$ cat config.mk
export PLATFORM = sky130hd
export DESIGN_NAME = delay_sequencer_flat
export DESIGN_NICKNAME = d
export VERILOG_FILES = /design/src/rtl/delay_sequencer_if.sv /design/src/rtl/delay_sequencer.sv /design/src/flat_wrapper.sv
export SDC_FILE = /design/constraint.sdc
export NUM_CORES = 1
export LEC_CHECK = 0
export BUFFER_PORTS_ARGS = -buffer_cell sky130_fd_sc_hd__buf_2
export CORE_MARGIN = 3
export CORE_UTILIZATION = 40
export CTS_CLUSTER_DIAMETER = 100
export DETAILED_ROUTE_END_ITERATION = 8
export PLACE_DENSITY = 0.66
export SLEW_MARGIN = 15
export SYNTH_ARGS = -nofsm -noshare
export SYNTH_HDL_FRONTEND = slang
export SYNTH_SLANG_ARGS = --single-unit
$ cat constraint.sdc
create_clock -name clk_2K -period 1.34 [get_ports clk_2K]
set_input_delay 0.134 -clock clk_2K [delete_from_list [all_inputs] [get_ports clk_2K]]
set_output_delay 0.134 -clock clk_2K [all_outputs]
set_load 0.01 [all_outputs]
$ cat src/rtl/delay_sequencer_if.sv
`default_nettype none
// ============================================================================
//  Module      : delay_sequencer_if
//  Description : Signal bundle between the game controller / 2 kHz timing
//                counter (master side) and the delay sequencer (slave side).
//                The master drives the request, the abort and the counter
//                flags. The slave drives the counter controls and the status
//                and pulse outputs.
//  Signals     : i_Req, i_Steps, i_Abort   game-controller request side
//                i_TwoSec, i_RstOK         timing-counter flags
//                o_ActCounter, o_RstCounter counter controls
//                o_Busy, o_Tick, o_Done, o_Aborted, o_StepCnt  status
//  Revision    : 1.0 - initial release
// ============================================================================
interface delay_sequencer_if #(
    parameter int STEP_W = 4
);
    logic              i_Req;
    logic [STEP_W-1:0] i_Steps;
    logic              i_Abort;
    logic              i_TwoSec;
    logic              i_RstOK;
    logic              o_ActCounter;
    logic              o_RstCounter;
    logic              o_Busy;
    logic              o_Tick;
    logic              o_Done;
    logic              o_Aborted;
    logic [STEP_W-1:0] o_StepCnt;

    modport master (
        output i_Req, i_Steps, i_Abort, i_TwoSec, i_RstOK,
        input  o_ActCounter, o_RstCounter, o_Busy, o_Tick, o_Done,
               o_Aborted, o_StepCnt
    );

    modport slave (
        input  i_Req, i_Steps, i_Abort, i_TwoSec, i_RstOK,
        output o_ActCounter, o_RstCounter, o_Busy, o_Tick, o_Done,
               o_Aborted, o_StepCnt
    );
endinterface
`default_nettype wire

$ cat src/rtl/delay_sequencer.sv
`default_nettype none
// ============================================================================
//  Module      : delay_sequencer
//  Description : Drives the 2 kHz timing counter on behalf of the game FSM.
//                A one-cycle request carrying N chains N back-to-back ~2 s
//                intervals: each interval clears the counter, then runs it
//                until the two-second flag. A tick pulses per completed
//                interval and a done pulse marks the end of the sequence.
//                An abort cancels a running sequence.
//  Ports       : clk_2K      2 kHz system clock
//                i_ResetNeg  asynchronous reset, active high
//                bus         delay_sequencer_if.slave (request, abort,
//                            counter flags in; counter controls, busy,
//                            tick/done/aborted pulses, step count out)
//  Revision    : 1.0 - initial release
// ============================================================================
module delay_sequencer #(
    parameter int STEP_W = 4
) (
    input  wire logic         clk_2K,
    input  wire logic         i_ResetNeg,
    delay_sequencer_if.slave  bus
);

    localparam logic [2:0] c_StIdle  = 3'd0;
    localparam logic [2:0] c_StClear = 3'd1;
    localparam logic [2:0] c_StRun   = 3'd2;
    localparam logic [2:0] c_StDone  = 3'd3;
    localparam logic [2:0] c_StAbort = 3'd4;

    logic [2:0]        r_State;
    logic [2:0]        w_NextState;
    logic [STEP_W-1:0] r_Remaining;
    logic [STEP_W-1:0] r_StepCnt;
    logic              r_Tick;
    logic              w_IntervalDone;

    logic w_ActCounter;
    logic w_RstCounter;
    logic w_Busy;
    logic w_Done;
    logic w_Aborted;

    // An interval only counts when it is not overridden by an abort in the
    // same cycle.
    assign w_IntervalDone = (r_State == c_StRun) && bus.i_TwoSec && !bus.i_Abort;

    // ------------------------------------------------------------------
    // State register
    // ------------------------------------------------------------------
    always_ff @(posedge clk_2K or posedge i_ResetNeg) begin
        if (i_ResetNeg) begin
            r_State <= c_StIdle;
        end else begin
            r_State <= w_NextState;
        end
    end

    // ------------------------------------------------------------------
    // Next-state logic
    // ------------------------------------------------------------------
    always_comb begin
        w_NextState = r_State;
        case (r_State)
            c_StIdle: begin
                if (bus.i_Req) begin
                    w_NextState = (bus.i_Steps == '0) ? c_StDone : c_StClear;
                end
            end
            c_StClear: begin
                if (bus.i_Abort) begin
                    w_NextState = c_StAbort;
                end else if (bus.i_RstOK) begin
                    w_NextState = c_StRun;
                end
            end
            c_StRun: begin
                if (bus.i_Abort) begin
                    w_NextState = c_StAbort;
                end else if (bus.i_TwoSec) begin
                    // The counter saturates with i_TwoSec held high, so every
                    // further interval must pass through CLEAR again.
                    w_NextState = (r_Remaining == STEP_W'(1)) ? c_StDone : c_StClear;
                end
            end
            c_StDone: begin
                w_NextState = bus.i_Abort ? c_StAbort : c_StIdle;
            end
            c_StAbort: begin
                // The counter is left with a clear request for one cycle only;
                // the next sequence clears it again before running.
                w_NextState = c_StIdle;
            end
            default: begin
                w_NextState = c_StIdle;
            end
        endcase
    end

    // ------------------------------------------------------------------
    // Interval bookkeeping and registered tick
    // ------------------------------------------------------------------
    always_ff @(posedge clk_2K or posedge i_ResetNeg) begin
        if (i_ResetNeg) begin
            r_Remaining <= '0;
            r_StepCnt   <= '0;
            r_Tick      <= 1'b0;
        end else begin
            r_Tick <= w_IntervalDone;
            if ((r_State == c_StIdle) && bus.i_Req) begin
                r_Remaining <= bus.i_Steps;
                r_StepCnt   <= '0;
            end else if (w_IntervalDone) begin
                r_Remaining <= r_Remaining - STEP_W'(1);
                r_StepCnt   <= r_StepCnt + STEP_W'(1);
            end
        end
    end

    // ------------------------------------------------------------------
    // Output decode (state register only, no input-to-output path)
    // ------------------------------------------------------------------
    always_comb begin
        w_ActCounter = 1'b0;
        w_RstCounter = 1'b0;
        w_Busy       = 1'b0;
        w_Done       = 1'b0;
        w_Aborted    = 1'b0;
        case (r_State)
            c_StClear: begin
                w_RstCounter = 1'b1;
                w_Busy       = 1'b1;
            end
            c_StRun: begin
                w_ActCounter = 1'b1;
                w_Busy       = 1'b1;
            end
            c_StDone: begin
                w_Done = 1'b1;
                w_Busy = 1'b1;
            end
            c_StAbort: begin
                w_RstCounter = 1'b1;
                w_Aborted    = 1'b1;
                w_Busy       = 1'b1;
            end
            default: begin
                w_Busy = 1'b0;
            end
        endcase
    end

    assign bus.o_ActCounter = w_ActCounter;
    assign bus.o_RstCounter = w_RstCounter;
    assign bus.o_Busy       = w_Busy;
    assign bus.o_Done       = w_Done;
    assign bus.o_Aborted    = w_Aborted;
    assign bus.o_Tick       = r_Tick;
    assign bus.o_StepCnt    = r_StepCnt;

endmodule
`default_nettype wire

$ cat src/flat_wrapper.sv
// flat-port wrapper written by rule: the top's interface ports become plain ports
module delay_sequencer_flat 
#(
    parameter int STEP_W = 4
)
  (clk_2K, i_ResetNeg, bus_i_Req, bus_i_Steps, bus_i_Abort, bus_i_TwoSec, bus_i_RstOK, bus_o_ActCounter, bus_o_RstCounter, bus_o_Busy, bus_o_Tick, bus_o_Done, bus_o_Aborted, bus_o_StepCnt);
  delay_sequencer_if #(.STEP_W(STEP_W)) bus_i ();
  input  wire logic clk_2K;
  input  wire logic i_ResetNeg;
  input wire logic [$bits(bus_i.i_Req)-1:0] bus_i_Req;
  input wire logic [$bits(bus_i.i_Steps)-1:0] bus_i_Steps;
  input wire logic [$bits(bus_i.i_Abort)-1:0] bus_i_Abort;
  input wire logic [$bits(bus_i.i_TwoSec)-1:0] bus_i_TwoSec;
  input wire logic [$bits(bus_i.i_RstOK)-1:0] bus_i_RstOK;
  output wire logic [$bits(bus_i.o_ActCounter)-1:0] bus_o_ActCounter;
  output wire logic [$bits(bus_i.o_RstCounter)-1:0] bus_o_RstCounter;
  output wire logic [$bits(bus_i.o_Busy)-1:0] bus_o_Busy;
  output wire logic [$bits(bus_i.o_Tick)-1:0] bus_o_Tick;
  output wire logic [$bits(bus_i.o_Done)-1:0] bus_o_Done;
  output wire logic [$bits(bus_i.o_Aborted)-1:0] bus_o_Aborted;
  output wire logic [$bits(bus_i.o_StepCnt)-1:0] bus_o_StepCnt;
  assign bus_i.i_Req = bus_i_Req;
  assign bus_i.i_Steps = bus_i_Steps;
  assign bus_i.i_Abort = bus_i_Abort;
  assign bus_i.i_TwoSec = bus_i_TwoSec;
  assign bus_i.i_RstOK = bus_i_RstOK;
  assign bus_o_ActCounter = bus_i.o_ActCounter;
  assign bus_o_RstCounter = bus_i.o_RstCounter;
  assign bus_o_Busy = bus_i.o_Busy;
  assign bus_o_Tick = bus_i.o_Tick;
  assign bus_o_Done = bus_i.o_Done;
  assign bus_o_Aborted = bus_i.o_Aborted;
  assign bus_o_StepCnt = bus_i.o_StepCnt;
  delay_sequencer #(.STEP_W(STEP_W)) u_core (.clk_2K(clk_2K), .i_ResetNeg(i_ResetNeg), .bus(bus_i));
endmodule
==> results.md, run 1 <==
Run status:
- The flow ran to the end, but the final reports show violations.
- The checks that failed: setup timing.

Cells and area:
- The library cells used most frequently in the layout, excluding fill and tap cells, are sky130_fd_sc_hd__buf_2 (19), sky130_fd_sc_hd__nor2_1 (12), sky130_fd_sc_hd__buf_4 (11), sky130_fd_sc_hd__dfrtp_1 (11), sky130_fd_sc_hd__inv_1 (6).
- Of the cells placed in the final design, the portion with a size suffix greater than 1 is between 30% and 40%.
- The antenna diode count is 0.
- The final layout net count is ~130.
- The post-layout instance count excluding filler cells is about 140.
- Relative to the synthesized area, the layout overhead comes to 35.19%.
- Leaving out fill and tap cells, the most frequent cell in the layout is sky130_fd_sc_hd__buf_2.

Timing:
- At the pin with the least slew margin, the transition time is between 0.4 and 0.5 ns.
- The final setup violation count is 1.
- Headroom to the max-slew limit came out at roughly two thirds.
- The number of max-slew violations in the final report was 0.
- The highest attainable clock frequency is between 700 and 800 MHz.
- The final setup slack of the worst path is -0.001105 ns.
- The setup TNS is -0.001105 ns.
- The setup skew after layout is about 0.0042 ns.
- The share of the clock period used by the worst path is 100.1%.
- Setup repair after global routing could not meet its margin everywhere.
- The total count of hold-check failures in the final report was 0.
- The worst path in the final design needs a cycle of 1.341 ns, including I/O delays and setup.

Logic synthesis:
- In the post-synthesis netlist, the biggest area contributors are sky130_fd_sc_hd__dfrtp_1 (41%), sky130_fd_sc_hd__nor2_1 (6.6%), sky130_fd_sc_hd__ha_1 (5.1%), sky130_fd_sc_hd__xnor2_1 (4.7%), sky130_fd_sc_hd__inv_1 (3.6%).
- The post-synth net total is 93.
- Counting flops and latches in the post-synthesis netlist gives 12.
- The post-synthesis cell type with the largest combined area is sky130_fd_sc_hd__dfrtp_1.
- In this run the cell area of the synthesized design comes to approximately 740 um^2.
- The count of mapped cells out of synthesis is 80.
- A synthesized cell averages roughly 9.2 um^2.
- In this run, distinct cell masters in the synthesized netlist total 33.
- Sequential elements use ~41% of the synthesized area.
- Yosys printed 0 warnings.
- The proportion of netlist area held by the largest area contributor is between 40% and 50%.

Clock tree:
- After clock tree synthesis, the clock-pin slew on the worst setup and hold paths is 0.07 ns.
- The buffer levels on the longest clock path is 2.
- The root cell of the clock tree is sky130_fd_sc_hd__clkbuf_4.
- The clock tree from TritonCTS is built.
- The number of buffers created by CTS is 3.
- The insertion delay of the later-clocked pin in the worst-skew pair is about 0.28 ns.
- The H-tree depth is 1.
- The number of clock sinks is 12.

Worst setup path:
- The data required time of the critical path is 1.21 ns.
- Of all nets on the critical path, the largest fanout is 5.
- The data arrival time of the critical path is approximately 1.2 ns.
- The worst setup path category is flop to output pin.
- STA classifies the critical path endpoint as an output pin.
- The setup slack of the worst register-to-register path is 0.04 ns.
- The endpoint identified for the worst register-to-register timing path is u_core.r_Remaining[3].
- The number of cells on the worst reg-to-reg path is 5.
- The launch point of the worst reg-to-reg path is u_core.r_State[1].
- The worst setup path is launched from a flop.

Routing:
- The first-pass detailed-route iteration total is 4.
- The detailed-route wire length per cell is between 10 and 15 um.
- The average via count per standard cell is ~5.
- Once detail routing completed, the nets flagged for antenna violations numbered 0.
- The final routed DRC violation total is 0.
- The total number of vias is between 600 and 700.
- For this block, the initial DRC count from the detailed router was 16.
- Summed over all layers, the routed wires come to about 1700 um.

Floorplanning:
- The initial core utilization is a little under half.
- The I/O pin count is 20.
- The floorplan step defined a core boundary enclosing approximately 1600 um^2.
- The horizontal die dimension is ~49 um.
- The height of the chip is slightly below 50 um.
- The floorplan has 14 rows.
- The die area is around 2400 um^2.

Global routing:
- The pin count of the biggest net entering global routing is 13.
- For this run the aggregate overflow at the end of global routing stands at 0.
- The global-route wire length before repair is between 2000 and 3000 um.
- The via count of the first global-routing pass is a little over 600.
- The number of antenna violations at the first check in global routing came to 0.
- Global routing used 14.94% of the available tracks across all layers.

Min path:
- The hold path depth is 3.
- The path class of the tightest hold or removal check is input pin to flop.
- For hold timing, the worst endpoint is u_core.r_Remaining[2].
- The launch instance of the worst min-delay path is bus_i_Steps[2].

Placed design:
- The routability congestion estimate is around 0.78.
- The count of buffers added on input and output ports is 19.
- The cell count after placement is ~130.
- The placed wire-length estimate is around 1300 um.

Power:
- In this run the power density over the cells is 1866 nW/um^2.
- The final total power is 1.865 mW.
- The reported leakage power is 0.5117 nW.
- The worst-case IR drop observed on VDD is around 0.86 mV.

Flow run:
- Across the run, the number of max-cap violations was 0.
==> area by class of cell <==
| class | count | area [um^2] |
|---|---|---|
| clock buffers | 3 | 22.52 |
| fillers | 151 | 611.8 |
| inverters | 7 | 26.28 |
| multi-input cells | 58 | 409.1 |
| flip-flops and latches | 12 | 301.5 |
| well taps | 24 | 30.03 |
| repair buffers | 33 | 210.2 |
==> worst max path at each step <==
| stage | start | to | slack, ns | depth (start not counted) |
|---|---|---|---|---|
| floorplan | u_core.r_State[2] | u_core.r_Remaining[3] | 0.02 | 5 |
| global placement | u_core.r_State[1] | u_core.r_Remaining[3] | 0.06 | 5 |
| detailed placement | u_core.r_State[1] | u_core.r_Remaining[3] | 0.05 | 5 |
| CTS | u_core.r_State[1] | bus_o_Busy | -0.007 | 4 |
| global route | u_core.r_State[1] | bus_o_Busy | -0.06 | 4 |
| finish | u_core.r_State[1] | bus_o_Busy | -0.001 | 4 |
==> worst max-delay path: stages, from the launching register on <==
cell and delay [ns]:
sky130_fd_sc_hd__dfrtp_1 0.43, sky130_fd_sc_hd__buf_6 0.15, sky130_fd_sc_hd__nor2_4 0.09, sky130_fd_sc_hd__xnor2_1 0.12, sky130_fd_sc_hd__buf_2 0.15
==> state kept, by name (all words and copies together) (netlist names) <==
signal / cells
u_core.r_Remaining: 4
u_core.bus.o_StepCnt: 4
u_core.bus.o_Tick: 1
u_core.r_State: 3
==> power breakdown <==
part / internal [mW] / switching, mW / leakage, nW / total, mW
sequential: 0.479 / 0.152 / 0.154 / 0.631
combinational: 0.533 / 0.473 / 0.344 / 1.01
clock: 0.104 / 0.123 / 0.0138 / 0.227
==> metrics by stage <==
stage	area [um^2]	hold WS [ns]	setup slack (ns)	utilization (%)
3_5_place_dp	915.9	0.1700	0.05146	56.83
3_3_place_gp	915.9	0.1688	0.06226	56.83
5_1_grt	999.7	0.1245	-0.06364	62.03
4_1_cts	987.2	0.08693	-0.007275	61.26
2_1_floorplan	750.7	-0.001301	0.02206	-
6_report	999.7	0.08250	-0.001105	62.03
==> metal layers <==
layer	GRT usage, %	wire length, um	share of wire [%]	up-vias
met1	17.14	766	44	328
met5	0	0	0	-
li1	-	-	-	341
met4	4.265	13	0.75	0
met3	4.587	89	5.1	2
met2	26.47	865	50	14
==> logic make-up (layout without fill, tap and decap cells) <==
group,Yosys count,in the layout,share of synthesized area (%)
compound gates,14,14,14.21
xor+xnor,6,6,7.107
fa+ha+maj,3,3,5.077
buf+inv,10,43,6.768
flops,12,12,40.61
simple gates,35,35,26.23
==> cells in the mapped netlist <==
cell type,count
sky130_fd_sc_hd__dfrtp_1,12
sky130_fd_sc_hd__and2_1,2
sky130_fd_sc_hd__xor2_1,2
sky130_fd_sc_hd__o21a_1,1
sky130_fd_sc_hd__nor2_4,1
sky130_fd_sc_hd__nor3_1,2
sky130_fd_sc_hd__nand4bb_1,1
sky130_fd_sc_hd__a21oi_1,2
sky130_fd_sc_hd__o21ai_0,2
sky130_fd_sc_hd__nand2b_1,1
sky130_fd_sc_hd__a21boi_2,1
sky130_fd_sc_hd__nand2_1,3
sky130_fd_sc_hd__nand3_1,4
sky130_fd_sc_hd__and3b_1,2
sky130_fd_sc_hd__a221o_1,1
sky130_fd_sc_hd__nor3_2,1
sky130_fd_sc_hd__buf_2,1
sky130_fd_sc_hd__nor3b_1,1
sky130_fd_sc_hd__xnor2_1,4
sky130_fd_sc_hd__a21boi_0,1
sky130_fd_sc_hd__buf_4,1
sky130_fd_sc_hd__inv_1,7
sky130_fd_sc_hd__o31ai_2,1
sky130_fd_sc_hd__nor2_1,13
sky130_fd_sc_hd__o22ai_1,1
sky130_fd_sc_hd__a221oi_1,2
sky130_fd_sc_hd__ha_1,3
sky130_fd_sc_hd__nand3b_1,1
sky130_fd_sc_hd__buf_6,1
sky130_fd_sc_hd__nor4_1,2
sky130_fd_sc_hd__or4_1,1
sky130_fd_sc_hd__o21bai_1,1
sky130_fd_sc_hd__o21ai_1,1
==> what timing repair did <==
item | CTS | global route
gates resized for setup | 5 | 3
hold endpoints to repair | 12 | 0
setup buffers | 3 | 1
setup endpoints to repair | 3 | 11
hold buffers | 1 | 0
pin swaps | 1 | 0
No activity file was read; power rests on OpenSTA's default activity.
==> run 2: changes to the inputs <==
- SKIP_LAST_GASP: default -> 1
==> run 2 against run 1 <==
The run still ends with setup timing left. Largest cell class unchanged. Hold slack unchanged. Wire length unchanged. Flip-flop and latch count unchanged. Via count unchanged. Combinational power about the same.
==> results.md, run 2 (synthesized netlist as in run 1, its figures left out) <==
Cells and area:
- The post-route netlist has a little under two fifths of its cells at a drive strength greater than 1.
- The register area is between 300 and 400 um^2.
- The final design instance area without fill is approximately 1000 um^2.
- The post-layout instance count excluding filler cells is roughly 140.
- The layout-stage area growth over the synthesis result is 35.19%.
- The final layout net count is 128.
- The most common library cell in the layout ignoring fill and taps is sky130_fd_sc_hd__buf_2.
- Measured on the finished design, the core utilization comes to 62.03%.
- The antenna diode count is 0.
- The library cells used most frequently in the layout, excluding fill and tap cells, are sky130_fd_sc_hd__buf_2 (19), sky130_fd_sc_hd__nor2_1 (12), sky130_fd_sc_hd__buf_4 (11), sky130_fd_sc_hd__dfrtp_1 (11), sky130_fd_sc_hd__inv_1 (7).
- The fill cell total of the finished layout is roughly 150.
- The multi-input combinational cells in the finished layout cover a total of ~410 um^2.

Floorplanning:
- The I/O pin count is 20.
- The horizontal die dimension is 49.00 um.
- The floorplan has 14 rows.
- The height of the chip is between 40 and 50 um.
- The core outline area is 1612 um^2.
- The die covers roughly 2400 um^2.
- The initial core utilization is 45.89%.

Clock tree:
- Clock tree synthesis selected as its root buffer the cell sky130_fd_sc_hd__clkbuf_4.
- The clock tree from TritonCTS is built.
- In this run the number of H-tree levels came out at 1.
- The number of buffers created by CTS is 3.
- After clock tree synthesis, the clock-pin slew on the worst setup and hold paths is 0.07 ns.
- Counting along the longest clock path gives a buffer depth of 2.
- CTS saw 12 sinks.
- At the later pin of the worst-skew pair, clock insertion delay measures roughly 0.28 ns.

Placed design:
- The port buffer count is 19.
- Detailed placement ended at an HPWL of roughly 1300 um.
- The cell count after placement is ~130.
- After detailed placement, the total cell area comes to 915.9 um^2.
- The routability congestion estimate is ~0.78.
- The post-place setup slack is 0.05146 ns.

Run status:
- The checks that failed: setup timing.
- The flow ran to the end, but the final reports show violations.

Power:
- For this design the static power due to leakage is roughly 0.51 nW.
- The total power divided by cell area is 1865 nW/um^2.
- The worst-case IR drop observed on VDD is around 0.86 mV.
- Total power for the finished layout comes to roughly 1.9 mW.

Routing:
- The average via count per standard cell is 5.000.
- The first-pass detailed-route iteration total is 4.
- After detailed routing, the average wire length per cell comes to about 13 um.
- The final routed DRC violation total is 0.
- The detailed router finished its first iteration with 16 violations.
- The total number of vias is 685.
- Summed over all layers, the routed wires come to 1735 um.
- The detail route stage leaves a number of antenna-violating nets equal to 0.

Timing:
- The total count of hold-check failures in the final report is 0.
- The final setup slack of the worst path is -0.001105 ns.
- Static timing analysis puts the maximum clock frequency at about 750 MHz.
- The setup TNS is -0.001105 ns.
- Setup repair after global routing could not meet its margin everywhere.
- The tightest slew margin relative to the limit is between 60% and 70%.
- The minimum period implied by the final worst setup slack is between 1 and 1.5 ns.
- The setup skew after layout is about 0.0042 ns.
- In the finished design, the share of the clock period the worst path needs comes to 100.1%.
- At the pin with the least slew margin, the transition time is approximately 0.47 ns.
- The number of max-slew violations in the final report is 0.
- Setup violations remaining at the end of the flow were counted as 1.
- The worst hold margin is between 0.08 and 0.09 ns.

Worst setup path:
- The sum of buffers and inverters on the critical path is 2.
- The worst setup path category is flop to output pin.
- The cell with the largest stage delay on the worst path is sky130_fd_sc_hd__dfrtp_1.
- The signal on the critical path passes through buf_6 > nor2_4 > xnor2_1 > buf_2.
- The category of the worst setup path launch point is a flop.
- In this design, the largest share of critical-path delay is due to flip-flops.
- The data required time of the critical path is approximately 1.2 ns.
- The stage delay of the slowest cell on the critical path is approximately 0.43 ns.
- Along the worst path, the maximum fanout reaches 5.
- STA classifies the critical path endpoint as an output pin.
- The data arrival time of the critical path is between 1 and 1.5 ns.

Flow run:
- The max-cap violation count is 0.

Min path:
- The type of the tightest min-delay check is input pin to flop.

Global routing:
- The first global-routing pass estimated ~2800 um of wire.
- The total routing usage reported by global routing is 14.94%.
- Entering global routing, the biggest net connects 13 pins.
- The number of antenna violations at the first check in global routing came to 0.
- The total congestion overflow after global routing is 0.
- The via count of the first global-routing pass came to 607.
## run 2: worst register-to-register path, cell delays in order, from the launching register on
cell                      delay (ns)
sky130_fd_sc_hd__dfrtp_1        0.43
sky130_fd_sc_hd__and3b_2        0.24
sky130_fd_sc_hd__nand2_1        0.09
sky130_fd_sc_hd__inv_1          0.09
sky130_fd_sc_hd__o21a_1         0.11
sky130_fd_sc_hd__a221o_1        0.25
## run 2: layout make-up
| cell class | instances | share of cell area (%) |
|---|---|---|
| Sequential cell | 12 | 30.16 |
| Timing Repair Buffer | 33 | 21.03 |
| Multi-Input combinational cell | 58 | 40.93 |
| Clock buffer | 3 | 2.253 |
| Tap cell | 24 | 3.004 |
| Inverter | 7 | 2.628 |
## run 2: layer usage
layer | wire, um | vias to the layer above | part of all wire (%) | global-route usage (%)
li1 | - | 341 | - | -
met4 | 13 | 0 | 0.75 | 4.265
met3 | 89 | 2 | 5.1 | 4.587
met1 | 766 | 328 | 44 | 17.14
met5 | 0 | - | 0 | 0
met2 | 865 | 14 | 50 | 26.47
## run 2: power breakdown
group / internal [mW] / switching [mW] / total (mW)
Sequential: 0.479 / 0.152 / 0.631
Combinational: 0.533 / 0.473 / 1.01
Clock: 0.104 / 0.123 / 0.227
Total: 1.12 / 0.748 / 1.86
## run 2: final timing paths
check	startpoint	slack [ns]	cells past startpoint	end
max	u_core.r_State[1]	-0.001	4	bus_o_Busy
min	bus_i_Steps[2]	0.08	3	u_core.r_Remaining[2]
max reg2reg	u_core.r_State[1]	0.02	5	u_core.r_Remaining[3]
min reg2reg	u_core.bus.o_StepCnt[3]	0.55	2	u_core.bus.o_StepCnt[3]
max in group asynchronous	i_ResetNeg	0.58	3	u_core.r_State[0]
min in group asynchronous	i_ResetNeg	0.41	3	u_core.bus.o_StepCnt[0]
## run 2: repair_timing
item	CTS	global route
cloned	0	0
resized for setup	5	2
endpoints found under the setup margin	3	11
hold buffers	1	0
pin swaps	1	0
buffers inserted	3	1
endpoints found under the hold margin	12	0
==> run 3: changes to the inputs <==
- ABC_AREA: default -> 1
- PLACE_DENSITY: 0.66 -> default
- clock period: 1.34 -> 1.75 ns (I/O delays scaled with it)
==> run 3 against run 2 <==
Combinational power fell by 39%. Clock-buffer cell count did not move. Largest power group unchanged. Clock skew is essentially flat. The run now ends clean. Synthesized cell count rose by 30%. Sequential power decreased by 28%. Sequential share of layout area up 2.3 points. Via count grew 1.3%. Hold slack gained 0.058 ns. Wire length fell by 12%. Largest cell class unchanged. Register-to-register slack improved by 0.23 ns. Worst setup slack better by 0.25 ns.
==> results.md, run 3 <==
Global routing:
- Global routing used 14.18% of the available tracks.
- The number of antenna violations at the first check in global routing came to 0.
- The total congestion overflow after global routing is 0.
- The via count of the first global-routing pass is around 640.
- The first global-routing pass estimated 2670 um of wire.
- The pin count of the biggest net entering global routing is 14.

Floorplanning:
- The horizontal die dimension is around 50 um.
- The die area is 2500 um^2.
- The core outline area is 1783 um^2.
- The I/O pin count is 20.
- The initial core utilization is a little over two fifths.
- In this run the vertical extent of the chip is 50 um.
- The number of placement rows is 15.

Timing:
- The setup skew after layout is around 0.0046 ns.
- The number of max-slew violations in the final report is 0.
- The setup TNS is 0 ns.
- The total count of hold-check failures in the final report is 0.
- The slew at the pin closest to its max-slew limit is between 0.4 and 0.5 ns.
- The share of the clock period used by the worst path is between 80% and 90%.
- Derived from the worst setup path, the maximum achievable clock frequency is approximately 670 MHz.
- Setup repair after global routing left no endpoint under its margin.
- Headroom to the max-slew limit came out at 67.10%.
- The final setup violation count is 0.
- For the finished layout, the period the worst path requires is roughly 1.5 ns.

Power:
- The peak ir drop on the vdd network is approximately 0.87 mV.
- Power spread over the standard cell area amounts to ~1300 nW/um^2.
- The reported leakage power is around 0.56 nW.

Placed design:
- The routability congestion estimate is a little under 0.8.
- Port buffering added 19 buffers.
- The cell count after placement is about 150.
- In this run the cell area measured after placement is slightly below 900 um^2.
- The placed wire-length estimate is between 1000 and 1500 um.

Clock tree:
- After clock tree synthesis, the clock-pin slew on the worst setup and hold paths is approximately 0.070 ns.
- The clock tree from TritonCTS is built.
- Clock tree synthesis selected as its root buffer the cell sky130_fd_sc_hd__clkbuf_4.
- The clock passes through at most 2 buffers.
- The insertion delay of the later-clocked pin in the worst-skew pair is 0.27 ns.
- The number of clock sinks is 12.
- CTS built an H-tree with a depth of 1.
- The number of buffers created by CTS is 3.

Worst setup path:
- The largest fanout on the critical path is 5.
- The critical path is of the flop to output pin type.
- The largest individual stage delay along the critical path comes from the cell sky130_fd_sc_hd__dfrtp_1.
- The launch point of the worst reg-to-reg path is u_core.r_State[0].
- STA puts the critical path data required time at around 1.6 ns.
- The category of the worst setup path launch point is a flop.
- The most critical setup path has its startpoint at u_core.r_State[1].
- The worst setup path is captured at an output pin.
- The critical path goes through nor2_1 > nand2_1 > o211ai_1 > buf_2.
- STA puts the critical path data arrival time at roughly 1.3 ns.
- The stage delay of the slowest cell on the critical path is between 0.4 and 0.5 ns.

Cells and area:
- The library cells used most frequently in the layout, excluding fill and tap cells, are sky130_fd_sc_hd__nand2_1 (30), sky130_fd_sc_hd__buf_2 (19), sky130_fd_sc_hd__nand3_1 (18).
- After the last flow step, the layout net total stands at about 140.
- The antenna diode count is 0.
- The post-layout instance count excluding filler cells is roughly 150.
- From synthesis to final layout, the design area changed by 19.55%.
- Fill cells in the final layout number about 200.
- The final design instance area without fill is ~930 um^2.
- In the final layout, the share of cells above drive strength 1 is a little under a quarter.
- Measured on the finished design, the core utilization comes to about half.
- Leaving out fill and tap cells, the most frequent cell in the layout is sky130_fd_sc_hd__nand2_1.

Routing:
- The total routed wirelength is around 1500 um.
- After detailed routing, the average wire length per cell comes to roughly 10 um.
- The first-pass detailed-route iteration total is 4.
- The detailed router finished its first iteration with 9 violations.
- The routed layout has approximately 690 vias.
- Using the TritonRoute via totals, the vias-per-cell ratio works out to between 4 and 5.
- In this run the remaining antenna-violating nets after routing total 0.
- The final routed DRC violation total is 0.

Logic synthesis:
- The synthesized area per cell is between 7 and 8 um^2.
- After technology mapping, the gate count stands at 104.
- The post-synthesis instance area is a little under 800 um^2.
- The synthesized netlist contains 18 unique library cells.
- The commonest cells after synthesis are sky130_fd_sc_hd__nand2_1 (30), sky130_fd_sc_hd__nand3_1 (18), sky130_fd_sc_hd__inv_1 (14), sky130_fd_sc_hd__dfrtp_1 (12), sky130_fd_sc_hd__nor2_1 (12).
- The post-synth net total is between 100 and 150.
- By area the synthesized netlist is led by sky130_fd_sc_hd__dfrtp_1 (39%), sky130_fd_sc_hd__nand2_1 (15%), sky130_fd_sc_hd__nand3_1 (12%), sky130_fd_sc_hd__inv_1 (6.8%), sky130_fd_sc_hd__nor2_1 (5.8%).
- The synthesis warning total is 0.
- sky130_fd_sc_hd__nand2_1 is the most common cell in the netlist.
- The proportion of netlist area held by the largest area contributor is a little under 40%.
- After synthesis, flip-flops and latches occupy between 30% and 40% of the total area.
- The post-synthesis cell type with the largest combined area is sky130_fd_sc_hd__dfrtp_1.
- The number of enable-type register cells in the synthesized netlist is 0.
- The total of flip-flops plus latches after synthesis is 12.
- For this run, the leading register cell type out of synthesis is sky130_fd_sc_hd__dfrtp_1.
- The share of flip-flops with an asynchronous set or reset after synthesis is 100.0%.

Flow run:
- The tool flagged a number of max-cap violations equal to 0.

Min path:
- The type of the tightest min-delay check is input pin to flop.
- The worst hold path begins at bus_i_Steps[2].

Run status:
- The run finished with clean final reports.
-- run 3: cell types whose count changed in the layout (fill, tap and decap cells not counted), moves of 3 or more --
cell,before,now
sky130_fd_sc_hd__xnor2_1,4,1
sky130_fd_sc_hd__nand3_1,4,18
sky130_fd_sc_hd__nand2_1,3,30
sky130_fd_sc_hd__buf_4,11,0
sky130_fd_sc_hd__inv_1,7,14
-- run 3: repair_timing --
item	CTS	global route
hold buffers	1	0
resized for setup	0	0
hold endpoints to repair	12	0
buffers inserted	0	0
-- run 3: cells by family (layout without fill, tap and decap cells) --
family	count (synthesis)	in the layout	synth area share, %
xor gates and xnor gates	3	3	3.393
AOI/OAI and AO/OA	2	2	1.615
buffers and inverters	15	37	7.755
and+or+nand+nor	69	69	43.62
DFF	12	12	38.77
adders and majority gates	3	3	4.847
-- run 3: report_power, final --
part / internal, mW / switching [mW]
logic: 0.234 / 0.383
clock network: 0.0798 / 0.0857
registers: 0.361 / 0.0906
total: 0.675 / 0.559
-- run 3: metrics by stage --
stage | total power, mW | hold slack, ns | setup WS (ns)
floorplan | 0.9214 | 0.03970 | 0.6358
global placement | 1.071 | 0.2063 | 0.3060
detailed placement | 1.077 | 0.2037 | 0.2780
CTS | 1.249 | 0.1344 | 0.2376
global route | 1.360 | 0.1391 | 0.1105
finish | 1.234 | 0.1404 | 0.2511
-- run 3: final cells by class --
| class | instances | area [um^2] | share of cell area (%) |
|---|---|---|---|
| inverter | 14 | 52.55 | 5.676 |
| clock buffer | 3 | 22.52 | 2.432 |
| timing repair buffer | 20 | 105.1 | 11.35 |
| sequential | 12 | 300.3 | 32.43 |
| tap | 25 | 31.28 | 3.378 |
| multi-input combinational | 77 | 414.1 | 44.73 |
-- run 3: path summary, 6_finish.rpt --
kind                                         endpoint  slack, ns  cells after the start
worst max-delay path                       bus_o_Busy       0.25                      4
worst min-delay path            u_core.r_Remaining[2]       0.14                      3
worst max register to register  u_core.r_Remaining[0]       0.25                      7
worst min register to register  u_core.r_Remaining[1]       0.53                      2
max in group asynchronous           u_core.r_State[1]       0.99                      3
min in group asynchronous       u_core.r_Remaining[2]       0.45                      3
-- run 3: critical path: cells and delay by family, from the launching register on --
kind,cells,cell delay [ns]
buf+inv,1,0.15
simple gates,2,0.36
compound gates,1,0.11
flops,1,0.44
-- run 3: layer usage --
layer,vias up,wire length [um],global-route usage [%],part of all wire [%]
met5,-,0,0,0
met4,0,20,5.530,1.3
met3,5,73,4.532,4.8
met2,18,700,23.04,46
met1,300,727,17.17,48
li1,371,-,-,-
